**src/rtl/mopshub_selftest_pkg.sv**
```systemverilog
// Shared types and helpers for the MOPSHUB self-test sequencer.
// MOPSHUB_SELFTEST_CUSTOM_MSG_EN adds the custom-message phase states and phase code.
package mopshub_selftest_pkg;

  typedef enum logic [3:0] {
    ST_IDLE,
    ST_TRIM,
    ST_WAIT_SIGNON,
    ST_SELECT,
    ST_RX_REQ,
    ST_RX_WAIT,
    ST_ENDWAIT,
    ST_GAP,
    ST_TX_REQ,
    ST_TX_WAIT,
`ifdef MOPSHUB_SELFTEST_CUSTOM_MSG_EN
    ST_CUST_REQ,
    ST_CUST_WAIT,
`endif
    ST_NEXT,
    ST_DONE
  } state_e;

  localparam logic [2:0] PH_IDLE   = 3'd0;
  localparam logic [2:0] PH_TRIM   = 3'd1;
  localparam logic [2:0] PH_SIGNON = 3'd2;
  localparam logic [2:0] PH_RX     = 3'd3;
  localparam logic [2:0] PH_TX     = 3'd4;
`ifdef MOPSHUB_SELFTEST_CUSTOM_MSG_EN
  localparam logic [2:0] PH_CUST   = 3'd5;
`endif
  localparam logic [2:0] PH_DONE   = 3'd7;

  // Highest requested bus index, limited to the last physical slot.
  function automatic int unsigned clamp_bus(input int unsigned req, input int unsigned n_slots);
    return (req > n_slots - 1) ? n_slots - 1 : req;
  endfunction

endpackage

```
**src/rtl/mopshub_phase_timer.sv**
```systemverilog
// Loadable down-counter shared by the phase timeout and the RX->TX gap count.
module mopshub_phase_timer #(
  parameter int unsigned TIMEOUT_W = 16
) (
  input  logic                 clk,
  input  logic                 rst,
  input  logic                 load,
  input  logic [TIMEOUT_W-1:0] load_val,
  output logic                 expire
);

  logic [TIMEOUT_W-1:0] cnt_q;

  always_ff @(posedge clk) begin
    if (rst) begin
      cnt_q <= '0;
    end else if (load) begin
      cnt_q <= load_val;
    end else if (cnt_q != '0) begin
      cnt_q <= cnt_q - TIMEOUT_W'(1);
    end
  end

  assign expire = (cnt_q == '0);

endmodule

```
**src/rtl/mopshub_selftest_seq.sv**
```systemverilog
// MOPSHUB self-test sequencer: power-init, trim, sign-on, then per-bus RX/TX tests.
// MOPSHUB_SELFTEST_CUSTOM_MSG_EN adds a custom-message phase after TX on every bus.
module mopshub_selftest_seq
  import mopshub_selftest_pkg::*;
#(
  parameter int unsigned N_BUSES     = 16,
  parameter int unsigned BUS_ID_W    = 5,
  parameter int unsigned TIMEOUT_W   = 16,
  parameter int unsigned TIMEOUT_CYC = 40000,
  parameter int unsigned GAP_CYC     = 120
) (
  input  logic                clk,
  input  logic                rst,
  input  logic                start,
  input  logic [BUS_ID_W-1:0] n_buses,
  input  logic [N_BUSES-1:0]  bus_mask,
  input  logic                end_power_init,
  input  logic                sign_on,
  input  logic                rx_end,
  input  logic                tx_end,
  input  logic                rx_pass,
  input  logic                tx_pass,
`ifdef MOPSHUB_SELFTEST_CUSTOM_MSG_EN
  output logic                cust_start,
  input  logic                cust_end,
  input  logic                cust_pass,
`endif
  output logic                trim_en,
  output logic                rx_start,
  output logic                tx_start,
  output logic                endwait_all,
  output logic [BUS_ID_W-1:0] bus_id,
  output logic [2:0]          phase,
  output logic                busy,
  output logic                done,
  output logic [N_BUSES-1:0]  pass_mask,
  output logic [N_BUSES-1:0]  fail_mask,
  output logic                timeout_flag
);

  if (N_BUSES < 1 || N_BUSES > 32) begin : g_bad_n_buses
    $error("N_BUSES must be in 1..32");
  end
  if ((64'd1 << BUS_ID_W) < 64'(N_BUSES)) begin : g_bad_bus_id_w
    $error("BUS_ID_W too narrow for N_BUSES");
  end
  if (TIMEOUT_CYC < 1 || 64'(TIMEOUT_CYC) >= (64'd1 << TIMEOUT_W)) begin : g_bad_timeout
    $error("TIMEOUT_CYC does not fit in TIMEOUT_W");
  end
  if (GAP_CYC < 1 || 64'(GAP_CYC) >= (64'd1 << TIMEOUT_W)) begin : g_bad_gap
    $error("GAP_CYC does not fit in TIMEOUT_W");
  end

  state_e               state_q, state_d;
  logic [BUS_ID_W-1:0]  bus_id_q, bus_id_d, lim_q, lim_d;
  logic [N_BUSES-1:0]   mask_q, mask_d, pass_q, pass_d, fail_q, fail_d, bus_sel;
  logic                 ok_q, ok_d, to_q, to_d, done_q, done_d;
  logic                 bus_en, tmr_load, tmr_gap, tmr_expire;
  logic [TIMEOUT_W-1:0] tmr_val;

  assign bus_sel = N_BUSES'(1) << bus_id_q;
  assign bus_en  = |(mask_q & bus_sel);
  assign tmr_val = tmr_gap ? TIMEOUT_W'(GAP_CYC - 1) : TIMEOUT_W'(TIMEOUT_CYC - 1);

  mopshub_phase_timer #(.TIMEOUT_W(TIMEOUT_W)) u_timer (
    .clk      (clk),
    .rst      (rst),
    .load     (tmr_load),
    .load_val (tmr_val),
    .expire   (tmr_expire)
  );

  // ok_q accumulates the AND of every phase result for the current bus; a
  // matching end pulse takes priority over a timer expiry in the same cycle.
  always_comb begin
    state_d  = state_q;
    bus_id_d = bus_id_q;
    lim_d    = lim_q;
    mask_d   = mask_q;
    pass_d   = pass_q;
    fail_d   = fail_q;
    ok_d     = ok_q;
    to_d     = to_q;
    done_d   = done_q;
    tmr_load = 1'b0;
    tmr_gap  = 1'b0;
    case (state_q)
      ST_IDLE: if (start) begin
        state_d  = ST_TRIM;
        mask_d   = bus_mask;
        lim_d    = BUS_ID_W'(clamp_bus(32'(n_buses), N_BUSES));
        bus_id_d = '0;
        pass_d   = '0;
        fail_d   = '0;
        to_d     = 1'b0;
        done_d   = 1'b0;
      end
      ST_TRIM: if (end_power_init) state_d = ST_WAIT_SIGNON;
      ST_WAIT_SIGNON: if (sign_on) begin
        state_d  = ST_SELECT;
        bus_id_d = '0;
      end
      ST_SELECT: begin
        state_d = bus_en ? ST_RX_REQ : ST_NEXT;
        ok_d    = 1'b1;
      end
      ST_RX_REQ: begin
        tmr_load = 1'b1;
        state_d  = ST_RX_WAIT;
      end
      ST_RX_WAIT: if (rx_end) begin
        ok_d    = ok_q & rx_pass;
        state_d = ST_ENDWAIT;
      end else if (tmr_expire) begin
        ok_d    = 1'b0;
        to_d    = 1'b1;
        state_d = ST_ENDWAIT;
      end
      ST_ENDWAIT: begin
        tmr_load = 1'b1;
        tmr_gap  = 1'b1;
        state_d  = ST_GAP;
      end
      ST_GAP: if (tmr_expire) state_d = ST_TX_REQ;
      ST_TX_REQ: begin
        tmr_load = 1'b1;
        state_d  = ST_TX_WAIT;
      end
`ifdef MOPSHUB_SELFTEST_CUSTOM_MSG_EN
      ST_TX_WAIT: if (tx_end) begin
        ok_d    = ok_q & tx_pass;
        state_d = ST_CUST_REQ;
      end else if (tmr_expire) begin
        ok_d    = 1'b0;
        to_d    = 1'b1;
        state_d = ST_CUST_REQ;
      end
      ST_CUST_REQ: begin
        tmr_load = 1'b1;
        state_d  = ST_CUST_WAIT;
      end
      ST_CUST_WAIT: if (cust_end) begin
        ok_d    = ok_q & cust_pass;
        state_d = ST_NEXT;
      end else if (tmr_expire) begin
        ok_d    = 1'b0;
        to_d    = 1'b1;
        state_d = ST_NEXT;
      end
`else
      ST_TX_WAIT: if (tx_end) begin
        ok_d    = ok_q & tx_pass;
        state_d = ST_NEXT;
      end else if (tmr_expire) begin
        ok_d    = 1'b0;
        to_d    = 1'b1;
        state_d = ST_NEXT;
      end
`endif
      ST_NEXT: begin
        if (bus_en) begin
          pass_d = ok_q ? (pass_q | bus_sel) : pass_q;
          fail_d = ok_q ? fail_q : (fail_q | bus_sel);
        end
        if (bus_id_q == lim_q) begin
          state_d = ST_DONE;
          done_d  = 1'b1;
        end else begin
          state_d  = ST_SELECT;
          bus_id_d = bus_id_q + BUS_ID_W'(1);
        end
      end
      ST_DONE: state_d = ST_IDLE;
      default: state_d = ST_IDLE;
    endcase
  end

  always_ff @(posedge clk) begin
    if (rst) begin
      state_q  <= ST_IDLE;
      bus_id_q <= '0;
      lim_q    <= '0;
      mask_q   <= '0;
      pass_q   <= '0;
      fail_q   <= '0;
      ok_q     <= 1'b0;
      to_q     <= 1'b0;
      done_q   <= 1'b0;
    end else begin
      state_q  <= state_d;
      bus_id_q <= bus_id_d;
      lim_q    <= lim_d;
      mask_q   <= mask_d;
      pass_q   <= pass_d;
      fail_q   <= fail_d;
      ok_q     <= ok_d;
      to_q     <= to_d;
      done_q   <= done_d;
    end
  end

  always_comb begin
    case (state_q)
      ST_IDLE:        phase = PH_IDLE;
      ST_TRIM:        phase = PH_TRIM;
      ST_WAIT_SIGNON: phase = PH_SIGNON;
      ST_TX_REQ,
      ST_TX_WAIT:     phase = PH_TX;
`ifdef MOPSHUB_SELFTEST_CUSTOM_MSG_EN
      ST_CUST_REQ,
      ST_CUST_WAIT:   phase = PH_CUST;
`endif
      ST_DONE:        phase = PH_DONE;
      default:        phase = PH_RX;
    endcase
  end

  assign trim_en      = (state_q == ST_TRIM);
  assign rx_start     = (state_q == ST_RX_REQ);
  assign tx_start     = (state_q == ST_TX_REQ);
  assign endwait_all  = (state_q == ST_ENDWAIT);
`ifdef MOPSHUB_SELFTEST_CUSTOM_MSG_EN
  assign cust_start   = (state_q == ST_CUST_REQ);
`endif
  assign busy         = (state_q != ST_IDLE) && (state_q != ST_DONE);
  assign done         = done_q;
  assign bus_id       = bus_id_q;
  assign pass_mask    = pass_q;
  assign fail_mask    = fail_q;
  assign timeout_flag = to_q;

endmodule

```
**config.mk**
```make
export PLATFORM = sky130hd
export DESIGN_NAME = mopshub_selftest_seq
export DESIGN_NICKNAME = d
export VERILOG_FILES = /design/src/rtl/mopshub_selftest_pkg.sv /design/src/rtl/mopshub_phase_timer.sv /design/src/rtl/mopshub_selftest_seq.sv
export SDC_FILE = /design/constraint.sdc
export NUM_CORES = 1
export LEC_CHECK = 0
export BUFFER_PORTS_ARGS = -buffer_cell sky130_fd_sc_hd__clkbuf_2
export CAP_MARGIN = 5
export CORE_ASPECT_RATIO = 2
export CORE_MARGIN = 2
export CORE_UTILIZATION = 50
export DETAILED_ROUTE_END_ITERATION = 10
export GPL_TIMING_DRIVEN = 0
export PLACE_DENSITY_LB_ADDON = 0.3
export SYNTH_ARGS = -nofsm -noshare
export SYNTH_HDL_FRONTEND = slang
export SYNTH_HIERARCHICAL = 1
export SYNTH_SLANG_ARGS = --single-unit
```
**constraint.sdc**
```tcl
create_clock -name clk -period 5.6 [get_ports clk]
set_input_delay 0.56 -clock clk [delete_from_list [all_inputs] [get_ports clk]]
set_output_delay 0.56 -clock clk [all_outputs]
set_load 0.02 [all_outputs]
```
# Word-level counts from Yosys, hierarchy flattened
# Index checks and enable logic that the tools add are counted.
# word_totals
wordCells	105
out_inout_bits	47
inputBits	30
reg_bits	81
# classes
shift	1
n_mux	40
reduce_logical	20
n_bitwise	5
order_cmp	1
n_addsub	2
eq_ne	26
# ops
cell	n
16-bit 2-to-1 mux	8
16-bit one-hot mux with 2 select lines	2
4-bit one-hot mux with 11 select lines	1
4-bit 2-to-1 mux	10
16-bit bitwise OR	2
2-bit inequality test, second input constant	11
5-bit 2-to-1 mux	4
16-bit AND	1
4-bit by 3-bit == test with 1-bit output, second input constant	4
4-bit == test, second input constant	4
16-bit logical NOT	1
4-bit AND reduction	4
16-bit nonzero test	1
16-bit OR reduction	1
1-bit by 5-bit << shifter with 16-bit output, first input constant	1
16-bit by 1-bit subtractor with 16-bit output, second input constant	1
3-bit one-hot mux with 5 select lines	1
5-bit one-hot mux with 3 select lines	1
1-bit 2-to-1 mux	10
3-bit nonzero test	3
4-bit by 2-bit == test with 1-bit output, second input constant	2
3-bit inequality test, second input constant	2
1-bit one-hot mux with 3 select lines	2
6-bit AND reduction	1
15 further kinds	17

# Depth between registers and ports, before layout
# Gate-level depths: netlist of the first run.
# depth
depth_word	5
mapped_depth	10

# Hierarchy
# The synthesis of the first run kept the hierarchy.
# by_module_without_submodules
module	instances	cells_per_inst	area_each_um2
mopshub_selftest_seq	1	336	3051.7
mopshub_phase_timer	1	116	964.7

# Worst setup path before layout of the first run
# OpenSTA, ideal clock, no wires.
# synth_timing
path_type	register to register
from	register u_timer.cnt_q[0]
to	register state_q[2]
t_arrival_ns	2.883
path_stages_with_launch	11
slack_ns	2.590
required_time_ns	5.473
path_buffers	0
cell_sequence	dfxtp_1 -> inv_1 -> ha_1 -> or3b_2 -> or4_4 -> nor2_1 -> nor4b_1 -> a21oi_1 -> a2bb2oi_1 -> nor3b_1 -> or3_1
# synth_via
elab_chain_cells	3
elab_cells_between_ends	5
# synth_rtl
item	line	rtl
start, declared	mopshub_phase_timer.sv:12	logic [TIMEOUT_W-1:0] cnt_q;
start signal, assigned	mopshub_phase_timer.sv:18	cnt_q <= load_val;
start signal, assigned	mopshub_phase_timer.sv:20	cnt_q <= cnt_q - TIMEOUT_W'(1);
16-bit logical NOT *	mopshub_phase_timer.sv:24	assign expire = (cnt_q == '0);
net tmr_expire	mopshub_selftest_seq.sv:58	logic bus_en, tmr_load, tmr_gap, tmr_expire;
3-bit inequality test (no source line) / 2-bit inequality test (equally long branches)	--	
6-bit AND reduction (no source line) *	--	
end signal, assigned	mopshub_selftest_seq.sv:190	state_q <= state_d;
end, declared	mopshub_selftest_seq.sv:54	state_e state_q, state_d;
# The timed path passes the listed nets; every way through them passes the cells marked *.
# A chain may end at the register's enable or synchronous reset.

# Final worst setup path of the first run
# Same ends and word-level chain as after synthesis.

==> qor.tcl, run 1 <==
set qor(number_of_antenna_cells_inserted) 0
set qor(fp.dieW_um) 67.38
set qor(layout_worst_path_cycle_share_pct) 62.52
set qor(critical_path.startpoint_type) {flip-flop}
set qor(rsz_0062_raised_after_global_routing) {false}
set qor(postLayoutCellArea_mm2) 0.004898
set qor(synth_enable_flop_cells) 0
set qor(post_route_cells_drive_above_1_share_pct) 23.60
set qor(place_ws_ns) 2.161
set qor(arrival_ns) 3.72
set qor(top_signal_layer_used) {met4}
set qor(overflow) 0
set qor(status) {completed}
set qor(finalClockSkew_ns) 0.008066
set qor(post_drt_wl_per_cell_um) 16.28
set qor(first_pass_iters) 5
set qor(global_route.usage.total_pct) 25.74
set qor(postPlaceCellArea_mm2) 0.004558
set qor(clkTransAtPathRegs_ns) 0.06
set qor(clk-insertion-delay-late_ns) 0.34
set qor(setup-violations-final) 0
set qor(synth_cell_types) 66
set qor(synth_area_mm2) 0.004016
set qor(hpwlAfterDp_mm) 8.035
set qor(first_iter_violations) 181
set qor(seq_area_frac_synth_pct) 40.37
set qor(port_buffers) 76
set qor(postCtsResizedCells) 0
set qor(utilization_pct) 62.12
set qor(fin_total_pwr_w) 0.002116
set qor(max_clock_freq_mhz) 285.6
set qor(antenna_found_initial) 0
set qor(floorplan.initialDensity_pct) 50.94
set qor(timing_max_transition_violations_final) 0
set qor(drt-met1-wl_mm) 3.985
set qor(yosys_warnings) 6
set qor(cap_viol_max_count) 0
set qor(synth_top_flop_cell) {sky130_fd_sc_hd__dfxtp_1}
set qor(hold_viol_final) 0
set qor(worstMarginPinSlew_ns) 1.026
set qor(placementRows) 46
set qor(async_reset_ff_share_pct) 0
set qor(detail_route.vias_per_cell) 5.797
set qor(clock_tree.root_cell) {sky130_fd_sc_hd__clkbuf_16}
set qor(gp_routability_congestion) 0.8549
set qor(synthesis.instances) 452
set qor(slew_headroom_pct) 30.99
set qor(per_instance_average_area_after_synthesis_um2) 8.886
set qor(pin_count_of_the_biggest_net_entering_global_routing) 14
set qor(fp.coreArea_mm2) 0.007885
set qor(critPathMaxFanout) 7
set qor(final.setup.tns_ns) 0
set qor(met3_wirelength_um) 448
set qor(cts-hold-fix-buffers) 0
set qor(powerDensity_mw_per_mm2) 432.0
set qor(setup.worst_path.end_class) {flip-flop}
set qor(min-delay-path-class) {in2reg}
set qor(h-tree-depth) 3
set qor(dr_total_vias) 3774
set qor(final_net_count) 587
set qor(cts_inserted_buffers) 9
set qor(grt_first_pass_wirelength_mm) 17.21
set qor(ir_worst_vdd_v) 0.0003428
set qor(timing_worst_setup_path_type) {reg2reg}
set qor(cts_sinks) 81
set qor(power.static_leakage_nw) 2.018
set qor(postRouteAntennaNets) 0
set qor(yosys_register_bits) 81
set qor(die_h_um) 130.8
set qor(drc) 0
set qor(period_needed_ns) 3.501
set qor(flow.area_growth_from_synthesis_pct) 21.96
set qor(tritoncts) {yes}
set qor(met2_wirelength_mm) 5.930
set qor(cts.path.max_buffers) 2
set qor(ios) 77
set qor(grt_pass1_vias) 3691
set qor(layout_setup_ws_ns) 2.099
set qor(cp.required_ns) 5.82
set qor(die_area_mm2) 0.008809
set qor(drt_wl_total_mm) 10.60
set qor(post_cts_buffers) 0
path summary, 6_finish.rpt:
check | from | end | slack (ns) | cells after the start
max | u_timer/cnt_q[0] | state_q[2] | 2.10 | 10
min | bus_mask[12] | mask_q[12] | 0.44 | 3
max reg2reg | u_timer/cnt_q[0] | state_q[2] | 2.10 | 10
min reg2reg | mask_q[5] | mask_q[5] | 0.45 | 2
through the flow:
step                std cells  hold slack [ns]
floorplan                 463           0.4322
global placement          635           0.4409
finish                    651           0.4445
CTS                       651           0.4351
detailed placement        635           0.4456
global route              651           0.4561
final cells by class:
class | instances | area (um^2)
plain buffers | 32 | 162.7
clock buffers | 12 | 266.5
clock inverters | 4 | 73.82
fillers | 682 | 2987
inverters | 9 | 33.78
multi-input cells | 341 | 2240
flip-flops and latches | 81 | 1622
well taps | 96 | 120.1
repair buffers | 76 | 380.4
Yosys cell counts (3+ instances only):
cell | count | area, um^2
sky130_fd_sc_hd__dfxtp_1 | 81 | 1622
sky130_fd_sc_hd__nand2_1 | 65 | 244.0
sky130_fd_sc_hd__a21oi_1 | 37 | 185.2
sky130_fd_sc_hd__clkbuf_1 | 23 | 86.33
sky130_fd_sc_hd__nor2_1 | 21 | 78.83
sky130_fd_sc_hd__nor3_1 | 20 | 100.1
sky130_fd_sc_hd__xnor2_1 | 13 | 113.9
sky130_fd_sc_hd__a22o_1 | 12 | 105.1
sky130_fd_sc_hd__a32o_1 | 12 | 120.1
sky130_fd_sc_hd__a32o_2 | 12 | 135.1
sky130_fd_sc_hd__nand3_1 | 10 | 50.05
sky130_fd_sc_hd__inv_1 | 8 | 30.03
sky130_fd_sc_hd__o21ai_0 | 8 | 40.04
sky130_fd_sc_hd__ha_1 | 7 | 87.58
sky130_fd_sc_hd__nand2b_1 | 7 | 43.79
sky130_fd_sc_hd__nor2b_1 | 6 | 37.54
sky130_fd_sc_hd__or3_1 | 6 | 37.54
sky130_fd_sc_hd__and2_1 | 5 | 31.28
sky130_fd_sc_hd__buf_6 | 5 | 56.30
sky130_fd_sc_hd__nor4_1 | 5 | 31.28
sky130_fd_sc_hd__a31oi_1 | 4 | 25.02
sky130_fd_sc_hd__and3_1 | 4 | 25.02
sky130_fd_sc_hd__buf_2 | 4 | 20.02
sky130_fd_sc_hd__nor3b_1 | 4 | 30.03
sky130_fd_sc_hd__o21ai_1 | 4 | 20.02
sky130_fd_sc_hd__o22ai_1 | 4 | 25.02
sky130_fd_sc_hd__a221oi_1 | 3 | 26.28
sky130_fd_sc_hd__mux2i_1 | 3 | 30.03
sky130_fd_sc_hd__o31ai_1 | 3 | 22.52
sky130_fd_sc_hd__or2_1 | 3 | 18.77
registers in the layout, summed over array words and instances (netlist names):
signal	cells
lim_q	5
ok_q	1
bus_id	5
pass_mask	16
u_timer/cnt_q	16
mask_q	16
state_q	4
done	1
fail_mask	16
timeout_flag	1
critical path: stages (launching register included):
cell and delay (ns):
sky130_fd_sc_hd__dfxtp_1 0.33, sky130_fd_sc_hd__inv_1 0.09, sky130_fd_sc_hd__ha_1 0.20, sky130_fd_sc_hd__or3b_2 0.53
sky130_fd_sc_hd__or4_4 0.60, sky130_fd_sc_hd__nor2_1 0.42, sky130_fd_sc_hd__nor4b_1 0.15, sky130_fd_sc_hd__a21oi_1 0.27
sky130_fd_sc_hd__a2bb2oi_1 0.34, sky130_fd_sc_hd__nor3b_1 0.09, sky130_fd_sc_hd__or3_1 0.38
cell usage in the layout (no fill, tap or decap), drive strengths merged, types with 5 or more instances in the layout:
cell type  instances
ha                 7
nand3             10
nor3              20
nand2b             7
dfxtp             81
inv                9
o21ai             13
nand2             65
nor4               7
or4                6
nor2              21
a32o              24
or3                6
xnor2             13
conb              13
and2               5
a21oi             37
nor2b              6
clkbuf           111
a22o              12
buf                9
cells by family after synthesis:
kind of cell | count (synthesis) | share of synthesized area [%]
fa+ha+maj | 7 | 2.181
xor+xnor | 14 | 3.053
mux | 7 | 1.962
simple gates | 177 | 23.24
compound gates | 123 | 24.11
flops | 81 | 40.37
buf+inv | 41 | 4.891
other cells | 2 | 0.1870
where the power goes:
group | internal [W] | switching [W] | leakage (nW) | total [W]
combinational | 0.000300 | 0.000423 | 1.19 | 0.000723
clock | 0.000427 | 0.000232 | 0.169 | 0.000659
sequential | 0.000658 | 0.0000760 | 0.659 | 0.000734
metal layers:
layer	vias to the layer above	global-route usage, %
li1	1853	-
met1	1795	25.81
met2	107	49.80
met3	19	5.137
met4	0	9.844
met5	-	0
No activity file was read; power rests on OpenSTA's default activity.
==> run 2: changes to the inputs <==
--- a/config.mk
+++ b/config.mk
@@ -5,6 +5,7 @@
 export SDC_FILE = /design/constraint.sdc
 export NUM_CORES = 1
 export LEC_CHECK = 0
+export ABC_AREA = 1
 export BUFFER_PORTS_ARGS = -buffer_cell sky130_fd_sc_hd__clkbuf_2
 export CAP_MARGIN = 5
 export CORE_ASPECT_RATIO = 2
==> constraint.sdc (replaced) <==
create_clock -name clk -period 2.84 [get_ports clk]
set_input_delay 0.284 -clock clk [delete_from_list [all_inputs] [get_ports clk]]
set_output_delay 0.284 -clock clk [all_outputs]
set_load 0.02 [all_outputs]
==> qor.tcl, run 2 <==
set qor(setup-violations-final) 0 ;# unchanged
set qor(max_clock_freq_mhz) 435.3 ;# was 285.6 MHz
set qor(rsz_0062_raised_after_global_routing) {false} ;# unchanged
set qor(hold_viol_final) 0 ;# unchanged
set qor(grt_pass1_vias) 4107 ;# was 3691
set qor(ir_worst_vdd_v) 0.0005107 ;# was 0.0003428 V
set qor(synth_area_mm2) 0.004247 ;# was 0.004016 mm^2
set qor(async_reset_ff_share_pct) 0 ;# unchanged
set qor(post_route_cells_drive_above_1_share_pct) 18.64 ;# was 23.60%
set qor(timing_max_transition_violations_final) 0 ;# unchanged
set qor(yosys_register_bits) 81 ;# unchanged
set qor(cp_common_cell) {sky130_fd_sc_hd__nand2_1}
set qor(hold_slack_ns) 0.1582 ;# was 0.4445 ns
set qor(slew_headroom_pct) 63.44 ;# was 30.99%
set qor(hpwlAfterDp_mm) 9.161 ;# was 8.035 mm
set qor(cap_viol_max_count) 0 ;# unchanged
set qor(netlist_top_cells_area) {sky130_fd_sc_hd__dfxtp_1, sky130_fd_sc_hd__nand2_1, sky130_fd_sc_hd__nor2_1} ;# was sky130_fd_sc_hd__dfxtp_1, sky130_fd_sc_hd__nand2_1, sky130_fd_sc_hd__a21oi_1
set qor(clk-insertion-delay-late_ns) 0.34 ;# about the same
set qor(die_h_um) 134.3 ;# was 130.8 um
set qor(port_buffers) 76 ;# unchanged
set qor(timing_worst_setup_path_type) {reg2reg} ;# unchanged
set qor(post_cts_buffers) 0 ;# unchanged
set qor(drt_wl_total_mm) 11.58 ;# was 10.60 mm
set qor(cp.required_ns) 3.05 ;# was 5.82 ns
set qor(synthesis.instances) 635 ;# was 452
set qor(worst_path_dominant_cell_family) {simple AND/OR/NAND/NOR gates} ;# unchanged
set qor(die_area_mm2) 0.009291 ;# was 0.008809 mm^2
set qor(post_drt_wl_per_cell_um) 13.90 ;# was 16.28 um
set qor(power.static_leakage_nw) 2.446 ;# was 2.018 nW
set qor(cts_sinks) 81 ;# unchanged
set qor(crit_slowest_cell) {sky130_fd_sc_hd__dfxtp_1} ;# was sky130_fd_sc_hd__or4_4
set qor(mostFrequentLayoutCell) {sky130_fd_sc_hd__nand2_1} ;# was sky130_fd_sc_hd__dfxtp_1
set qor(postRouteAntennaNets) 0 ;# unchanged
set qor(yosys_warnings) 6 ;# unchanged
set qor(synth_top_cell_area_share_pct) 38.19 ;# was 40.37%
set qor(synth.most_common_cell) {sky130_fd_sc_hd__nand2_1} ;# was sky130_fd_sc_hd__dfxtp_1
set qor(number_of_antenna_cells_inserted) 0 ;# unchanged
set qor(synth_top_flop_cell) {sky130_fd_sc_hd__dfxtp_1} ;# unchanged
set qor(setup.worst_path.end_class) {flip-flop} ;# unchanged
set qor(clkTransAtPathRegs_ns) 0.06 ;# about the same
set qor(first_pass_iters) 5 ;# unchanged
set qor(synth_cell_types) 36 ;# was 66
set qor(layout_common_cells) {sky130_fd_sc_hd__nand2_1, sky130_fd_sc_hd__nor2_1, sky130_fd_sc_hd__inv_1} ;# was sky130_fd_sc_hd__dfxtp_1, sky130_fd_sc_hd__clkbuf_2, sky130_fd_sc_hd__nand2_1
set qor(layout_worst_path_cycle_share_pct) 80.89 ;# was 62.52%
set qor(first_iter_violations) 250 ;# was 181
set qor(overflow) 0 ;# unchanged
set qor(global_route.usage.total_pct) 25.64 ;# was 25.74%
set qor(cts_inserted_buffers) 9 ;# unchanged
set qor(placementRows) 47 ;# was 46
set qor(status) {completed} ;# unchanged
set qor(period_needed_ns) 2.297 ;# was 3.501 ns
set qor(cts-hold-fix-buffers) 0 ;# unchanged
set qor(seq_area_frac_synth_pct) 38.19 ;# was 40.37%
set qor(yosysTopAreaCell) {sky130_fd_sc_hd__dfxtp_1} ;# unchanged
set qor(clock_tree.root_cell) {sky130_fd_sc_hd__clkbuf_16} ;# unchanged
set qor(antenna_found_initial) 0 ;# unchanged
set qor(worstSetupStartpoint) {bus_id[0]} ;# was u_timer/cnt_q[0]
set qor(critical_path.max_stage_delay_ns) 0.49 ;# was 0.60 ns
set qor(final.setup.tns_ns) 0 ;# unchanged
set qor(powerDensity_mw_per_mm2) 955.3 ;# was 432.0 mW/mm^2
set qor(finalClockSkew_ns) 0.003824 ;# was 0.008066 ns
set qor(final_net_count) 767 ;# was 587
set qor(fp.dieW_um) 69.17 ;# was 67.38 um
set qor(detail_route.vias_per_cell) 5.070 ;# was 5.797
set qor(ios) 77 ;# unchanged
set qor(hold_start) {bus_mask[11]} ;# was bus_mask[12]
set qor(timing.critical_path.buf_inv) 3 ;# was 1
set qor(floorplan.initialDensity_pct) 51.21 ;# was 50.94%
set qor(synth_enable_flop_cells) 0 ;# unchanged
set qor(critical_r2r_launch) {bus_id[0]} ;# was u_timer/cnt_q[0]
set qor(tritoncts) {yes} ;# unchanged
set qor(worstMarginPinSlew_ns) 0.5485 ;# was 1.026 ns
set qor(flow.area_growth_from_synthesis_pct) 19.98 ;# was 21.96%
set qor(gp_routability_congestion) 0.9899 ;# was 0.8549
set qor(cts.path.max_buffers) 2 ;# unchanged
set qor(yosys-top-cells-count) {sky130_fd_sc_hd__nand2_1, sky130_fd_sc_hd__nor2_1, sky130_fd_sc_hd__inv_1} ;# was sky130_fd_sc_hd__dfxtp_1, sky130_fd_sc_hd__nand2_1, sky130_fd_sc_hd__a21oi_1
set qor(postCtsResizedCells) 0 ;# unchanged
set qor(path_cells) {inv_1 -> ha_1 -> nand2_1 -> inv_1 -> nand3_1 -> nand2_1 -> nor2_1 -> nand2_1 -> nor2_2 -> nand2_2 -> buf_4 -> nand3_1 -> a21oi_1} ;# was inv_1 -> ha_1 -> or3b_2 -> or4_4 -> nor2_1 -> nor4b_1 -> a21oi_1 -> a2bb2oi_1 -> nor3b_1 -> or3_1
set qor(min-delay-path-class) {in2reg} ;# unchanged
set qor(critical_path.startpoint_type) {flip-flop} ;# unchanged
set qor(drc) 0 ;# unchanged
set qor(h-tree-depth) 3 ;# unchanged
set qor(grt_first_pass_wirelength_mm) 18.91 ;# was 17.21 mm
set qor(fp.coreArea_mm2) 0.008292 ;# was 0.007885 mm^2
set qor(arrival_ns) 2.51 ;# was 3.72 ns
set qor(critPathMaxFanout) 10 ;# was 7
set qor(dr_total_vias) 4223 ;# was 3774
set qor(per_instance_average_area_after_synthesis_um2) 6.688 ;# was 8.886 um^2
set qor(pin_count_of_the_biggest_net_entering_global_routing) 15 ;# was 14
==> run 2: changes by cell type after synthesis, sizes merged, moves of 8 or more <==
cell / delta
a22o: -12
a32o: -24
nand2: +63
o21ai: +18
nor3: -16
inv: +84
a21oi: +12
nor2: +104
xnor2: -8
nand3: +59
clkbuf: -11
==> run 2: power by group <==
group,internal [W],switching (W),leakage (nW)
logic,0.000701,0.00142,1.64
clock network,0.000733,0.000477,0.148
registers,0.00135,0.000185,0.661
==> run 2: area by class of cell <==
type,count,area [um^2]
fill,804,3197
multi-input combinational,448,2196
sequential,81,1622
timing repair buffer,76,380.4
inverter,93,349.1
clock buffer,11,252.7
tap,98,122.6
buffer,21,110.1
clock inverter,5,62.56
==> run 2: final timing paths <==
kind,endpoint,slack [ns],depth (start not counted)
worst min-delay path,mask_q[11],0.16,3
worst max register to register,pass_mask[12],0.54,13
worst min register to register,pass_mask[3],0.45,2
worst max-delay path,pass_mask[12],0.54,13
==> run 2: stage by stage <==
| stage | instance area (um^2) | total power [W] | setup WS, ns | utilization [%] | cells |
|---|---|---|---|---|---|
| finish | 5095 | 0.004867 | 0.5428 | 61.45 | 833 |
| global route | 5095 | 0.005232 | 0.4124 | 61.45 | 833 |
| CTS | 5095 | 0.004860 | 0.5944 | 61.45 | 833 |
| detailed placement | 4780 | 0.003644 | 0.6052 | 57.64 | 817 |
| global placement | 4780 | 0.003582 | 0.6697 | 57.64 | 817 |
| floorplan | 4277 | 0.003146 | 0.8876 | - | 643 |
==> run 2: metal layers <==
metal  track usage, %  part of all wire [%]
met5                0                     0
met1            24.41                    35
met2            49.20                    56
met4            14.71                   4.3
met3            5.485                   4.1
==> run 2: logic make-up after synthesis <==
| family | share of synthesized area [%] |
|---|---|
| flip-flops | 38.19 |
| AND/OR/NAND/NOR | 35.44 |
| other | 0.1768 |
| AO/OA/AOI/OAI | 10.46 |
| adder cells (fa/ha/maj) | 2.062 |
| buffers and inverters | 10.81 |
| XOR/XNOR | 2.858 |
==> run 2: worst reg2reg max path, cell delays in order, from the launching register on <==
cell and delay (ns):
sky130_fd_sc_hd__dfxtp_1 0.49, sky130_fd_sc_hd__inv_1 0.13, sky130_fd_sc_hd__ha_1 0.24, sky130_fd_sc_hd__nand2_1 0.14
sky130_fd_sc_hd__inv_1 0.10, sky130_fd_sc_hd__nand3_1 0.09, sky130_fd_sc_hd__nand2_1 0.05, sky130_fd_sc_hd__nor2_1 0.09
sky130_fd_sc_hd__nand2_1 0.13, sky130_fd_sc_hd__nor2_2 0.19, sky130_fd_sc_hd__nand2_2 0.15, sky130_fd_sc_hd__buf_4 0.20
sky130_fd_sc_hd__nand3_1 0.10, sky130_fd_sc_hd__a21oi_1 0.08
==> run 3: changes to the inputs <==
--- a/config.mk
+++ b/config.mk
@@ -5,7 +5,7 @@
 export SDC_FILE = /design/constraint.sdc
 export NUM_CORES = 1
 export LEC_CHECK = 0
-export ABC_AREA = 1
+export ABC_AREA = 0
 export BUFFER_PORTS_ARGS = -buffer_cell sky130_fd_sc_hd__clkbuf_2
 export CAP_MARGIN = 5
 export CORE_ASPECT_RATIO = 2
==> constraint.sdc (replaced) <==
create_clock -name clk -period 2.2 [get_ports clk]
set_input_delay 0.22 -clock clk [delete_from_list [all_inputs] [get_ports clk]]
set_output_delay 0.22 -clock clk [all_outputs]
set_load 0.02 [all_outputs]
==> qor.tcl, run 3 (synthesis gave the netlist of run 1 again) <==
set qor(nFillCells) 595 ;# was 804
set qor(slew_headroom_pct) 35.17 ;# was 63.44%
set qor(final_net_count) 620 ;# was 767
set qor(finalClockSkew_ns) 0.003636 ;# was 0.003824 ns
set qor(first_pass_iters) 4 ;# was 5
set qor(ir_worst_vdd_v) 0.0009227 ;# was 0.0005107 V
set qor(cts_sinks) 81 ;# unchanged
set qor(pin_count_of_the_biggest_net_entering_global_routing) 14 ;# was 15
set qor(cp_common_cell) {sky130_fd_sc_hd__or4_4} ;# was sky130_fd_sc_hd__nand2_1
set qor(timing_max_transition_violations_final) 0 ;# unchanged
set qor(crit_slowest_cell) {sky130_fd_sc_hd__or4_4} ;# was sky130_fd_sc_hd__dfxtp_1
set qor(critical_path.startpoint_type) {flip-flop} ;# unchanged
set qor(clock_power_share_pct) 27.8 ;# was 24.9%
set qor(die_area_mm2) 0.008809 ;# was 0.009291 mm^2
set qor(path_cells) {or4_4 -> or4_4 -> nor2_4 -> nor4b_4 -> a21oi_2 -> a2bb2oi_2 -> nor3b_1 -> or3_1} ;# was inv_1 -> ha_1 -> nand2_1 -> inv_1 -> nand3_1 -> nand2_1 -> nor2_1 -> nand2_1 -> nor2_2 -> nand2_2 -> buf_4 -> nand3_1 -> a21oi_1
set qor(cts.path.max_buffers) 2 ;# unchanged
set qor(dr_total_vias) 4009 ;# was 4223
set qor(fp.coreArea_mm2) 0.007885 ;# was 0.008292 mm^2
set qor(number_of_antenna_cells_inserted) 0 ;# unchanged
set qor(detail_route.vias_per_cell) 5.861 ;# was 5.070
set qor(cells_after_dpl) 635 ;# was 817
set qor(critical_r2r_launch) {u_timer/cnt_q[10]} ;# was bus_id[0]
set qor(post_route_cells_drive_above_1_share_pct) 36.05 ;# was 18.64%
set qor(worst_r2r_path_depth) 8 ;# was 13
set qor(drc) 0 ;# unchanged
set qor(status) {finished with violations} ;# was completed
set qor(worstReg2RegEnd) {state_q[2]} ;# was pass_mask[12]
set qor(share_comb_of_total_power_pct) 39.6 ;# was 43.7%
set qor(cts_inserted_buffers) 9 ;# unchanged
set qor(clkTransAtPathRegs_ns) 0.06 ;# about the same
set qor(fin_total_pwr_w) 0.005765 ;# was 0.004867 W
set qor(timing_worst_setup_path_type) {reg2reg} ;# unchanged
set qor(worstMarginPinSlew_ns) 0.9635 ;# was 0.5485 ns
set qor(ios) 77 ;# unchanged
set qor(cp.required_ns) 2.42 ;# was 3.05 ns
set qor(cts-hold-fix-buffers) 0 ;# unchanged
set qor(critPathMaxFanout) 4 ;# was 10
set qor(min-delay-path-class) {in2reg} ;# unchanged
set qor(layout_setup_ws_ns) -0.3192 ;# was 0.5428 ns
set qor(powerDensity_mw_per_mm2) 1067 ;# was 955.3 mW/mm^2
set qor(mostFrequentLayoutCell) {sky130_fd_sc_hd__clkbuf_2} ;# was sky130_fd_sc_hd__nand2_1
set qor(global_route.usage.total_pct) 26.29 ;# was 25.64%
set qor(rsz_0062_raised_after_global_routing) {true} ;# was false
set qor(grt_pass1_vias) 3680 ;# was 4107
set qor(worstSetupStartpoint) {u_timer/cnt_q[10]} ;# was bus_id[0]
set qor(fp.dieW_um) 67.38 ;# was 69.17 um
set qor(hpwlAfterDp_mm) 8.162 ;# was 9.161 mm
set qor(p_sw_w) 0.002013 ;# was 0.002087 W
set qor(postRouteAntennaNets) 0 ;# unchanged
set qor(layout_common_cells) {sky130_fd_sc_hd__clkbuf_2, sky130_fd_sc_hd__dfxtp_1, sky130_fd_sc_hd__nand2_1} ;# was sky130_fd_sc_hd__nand2_1, sky130_fd_sc_hd__nor2_1, sky130_fd_sc_hd__inv_1
set qor(max_clock_freq_mhz) 396.9 ;# was 435.3 MHz
set qor(overflow) 0 ;# unchanged
set qor(failed_checks) {negative setup slack}
set qor(setup.worst_path.end_class) {flip-flop} ;# unchanged
set qor(final_cell_count_no_fill) 684 ;# was 833
set qor(h-tree-depth) 3 ;# unchanged
set qor(die_h_um) 130.8 ;# was 134.3 um
set qor(floorplan.initialDensity_pct) 50.94 ;# was 51.21%
set qor(worstSetupEndpoint) {state_q[2]} ;# was pass_mask[12]
set qor(flow.area_growth_from_synthesis_pct) 34.52 ;# was 19.98%
set qor(first_iter_violations) 261 ;# was 250
set qor(power.sequential.fraction_pct) 32.6 ;# was 31.5%
set qor(period_needed_ns) 2.519 ;# was 2.297 ns
set qor(final.setup.tns_ns) -1.034 ;# was 0 ns
set qor(layout_worst_path_cycle_share_pct) 114.5 ;# was 80.89%
set qor(critical_path.max_stage_delay_ns) 0.53 ;# was 0.49 ns
set qor(power.static_leakage_nw) 2.229 ;# was 2.446 nW
set qor(grt_first_pass_wirelength_mm) 17.43 ;# was 18.91 mm
set qor(placementRows) 46 ;# was 47
set qor(port_buffers) 76 ;# unchanged
set qor(clk-insertion-delay-late_ns) 0.34 ;# about the same
set qor(arrival_ns) 2.74 ;# was 2.51 ns
set qor(antenna_found_initial) 0 ;# unchanged
set qor(cap_viol_max_count) 0 ;# unchanged
set qor(p_sw_share_pct) 34.92 ;# was 42.87%
set qor(r2r_slack_ns) -0.32 ;# was 0.54 ns
set qor(drt_wl_total_mm) 11.72 ;# was 11.58 mm
set qor(tritoncts) {yes} ;# unchanged
set qor(cell_internal_pwr_w) 0.003752 ;# was 0.002781 W
set qor(post_drt_wl_per_cell_um) 17.14 ;# was 13.90 um
set qor(setup-violations-final) 14 ;# was 0
set qor(gp_routability_congestion) 0.8762 ;# was 0.9899
set qor(clock_tree.root_cell) {sky130_fd_sc_hd__clkbuf_16} ;# unchanged
set qor(hold_viol_final) 0 ;# unchanged
[run 3: repair_timing]
action | CTS | global route
setup buffers | 16 | 17
endpoints found under the setup margin | 51 | 47
pin swaps | 8 | 35
cloned | 0 | 1
gates resized for setup | 24 | 39
[run 3: critical path: cells and delay by family (launching register included)]
family	cells	cell delay, ns
AO/OA/AOI/OAI	2	0.36
flip-flops	1	0.32
AND/OR/NAND/NOR	6	1.71
[run 3: power groups by stage]
| stage | combinational, W | clock, W | sequential (W) |
|---|---|---|---|
| after global routing | 0.00249 | 0.00168 | 0.00190 |
| after floorplan | 0.00152 | 0 | 0.00186 |
| final | 0.00228 | 0.00160 | 0.00188 |
| after global placement | 0.00185 | 0 | 0.00188 |
| after detailed placement | 0.00191 | 0 | 0.00190 |
| after CTS | 0.00213 | 0.00161 | 0.00188 |
[run 3: final cells by class]
| cell class | count | area, um^2 | area share (%) |
|---|---|---|---|
| inverter | 9 | 38.79 | 0.7179 |
| tap | 96 | 120.1 | 2.223 |
| clock inverter | 5 | 78.83 | 1.459 |
| buffer | 31 | 172.7 | 3.196 |
| timing repair buffer | 110 | 643.1 | 11.90 |
| multi-input combinational | 341 | 2466 | 45.65 |
| sequential | 81 | 1640 | 30.36 |
| clock buffer | 11 | 242.7 | 4.493 |
[run 3: stage by stage]
| step | util [%] | hold slack (ns) | setup slack (ns) | cell area, um^2 |
|---|---|---|---|---|
| 3_5_place_dp | 58.44 | 0.4499 | -0.6221 | 4608 |
| 3_3_place_gp | 58.44 | 0.4395 | -0.5734 | 4608 |
| 6_report | 68.52 | 0.1047 | -0.3192 | 5403 |
| 4_1_cts | 64.87 | 0.09779 | -0.2990 | 5115 |
| 5_1_grt | 68.52 | 0.1134 | -0.4053 | 5403 |
| 2_1_floorplan | - | 0.3560 | -0.3595 | 4108 |
[run 3: metal layers]
layer | part of all wire [%] | vias up | wire, um | global-route usage (%)
li1 | - | 1914 | - | -
met1 | 35 | 1914 | 4154 | 25.51
met2 | 56 | 148 | 6614 | 51.14
met3 | 4.5 | 33 | 523 | 4.538
met4 | 3.7 | 0 | 432 | 12.36
met5 | 0 | - | 0 | 0
[run 3: how the worst min path moves through the flow]
stage / start / endpoint / cells after the start
6_report: bus_mask[13] / mask_q[13] / 3
2_1_floorplan: bus_mask[2] / mask_q[2] / 2
4_1_cts: bus_mask[13] / mask_q[13] / 3
5_1_grt: bus_mask[6] / mask_q[6] / 3
3_3_place_gp: mask_q[10] / mask_q[10] / 2
3_5_place_dp: bus_mask[13] / mask_q[13] / 3
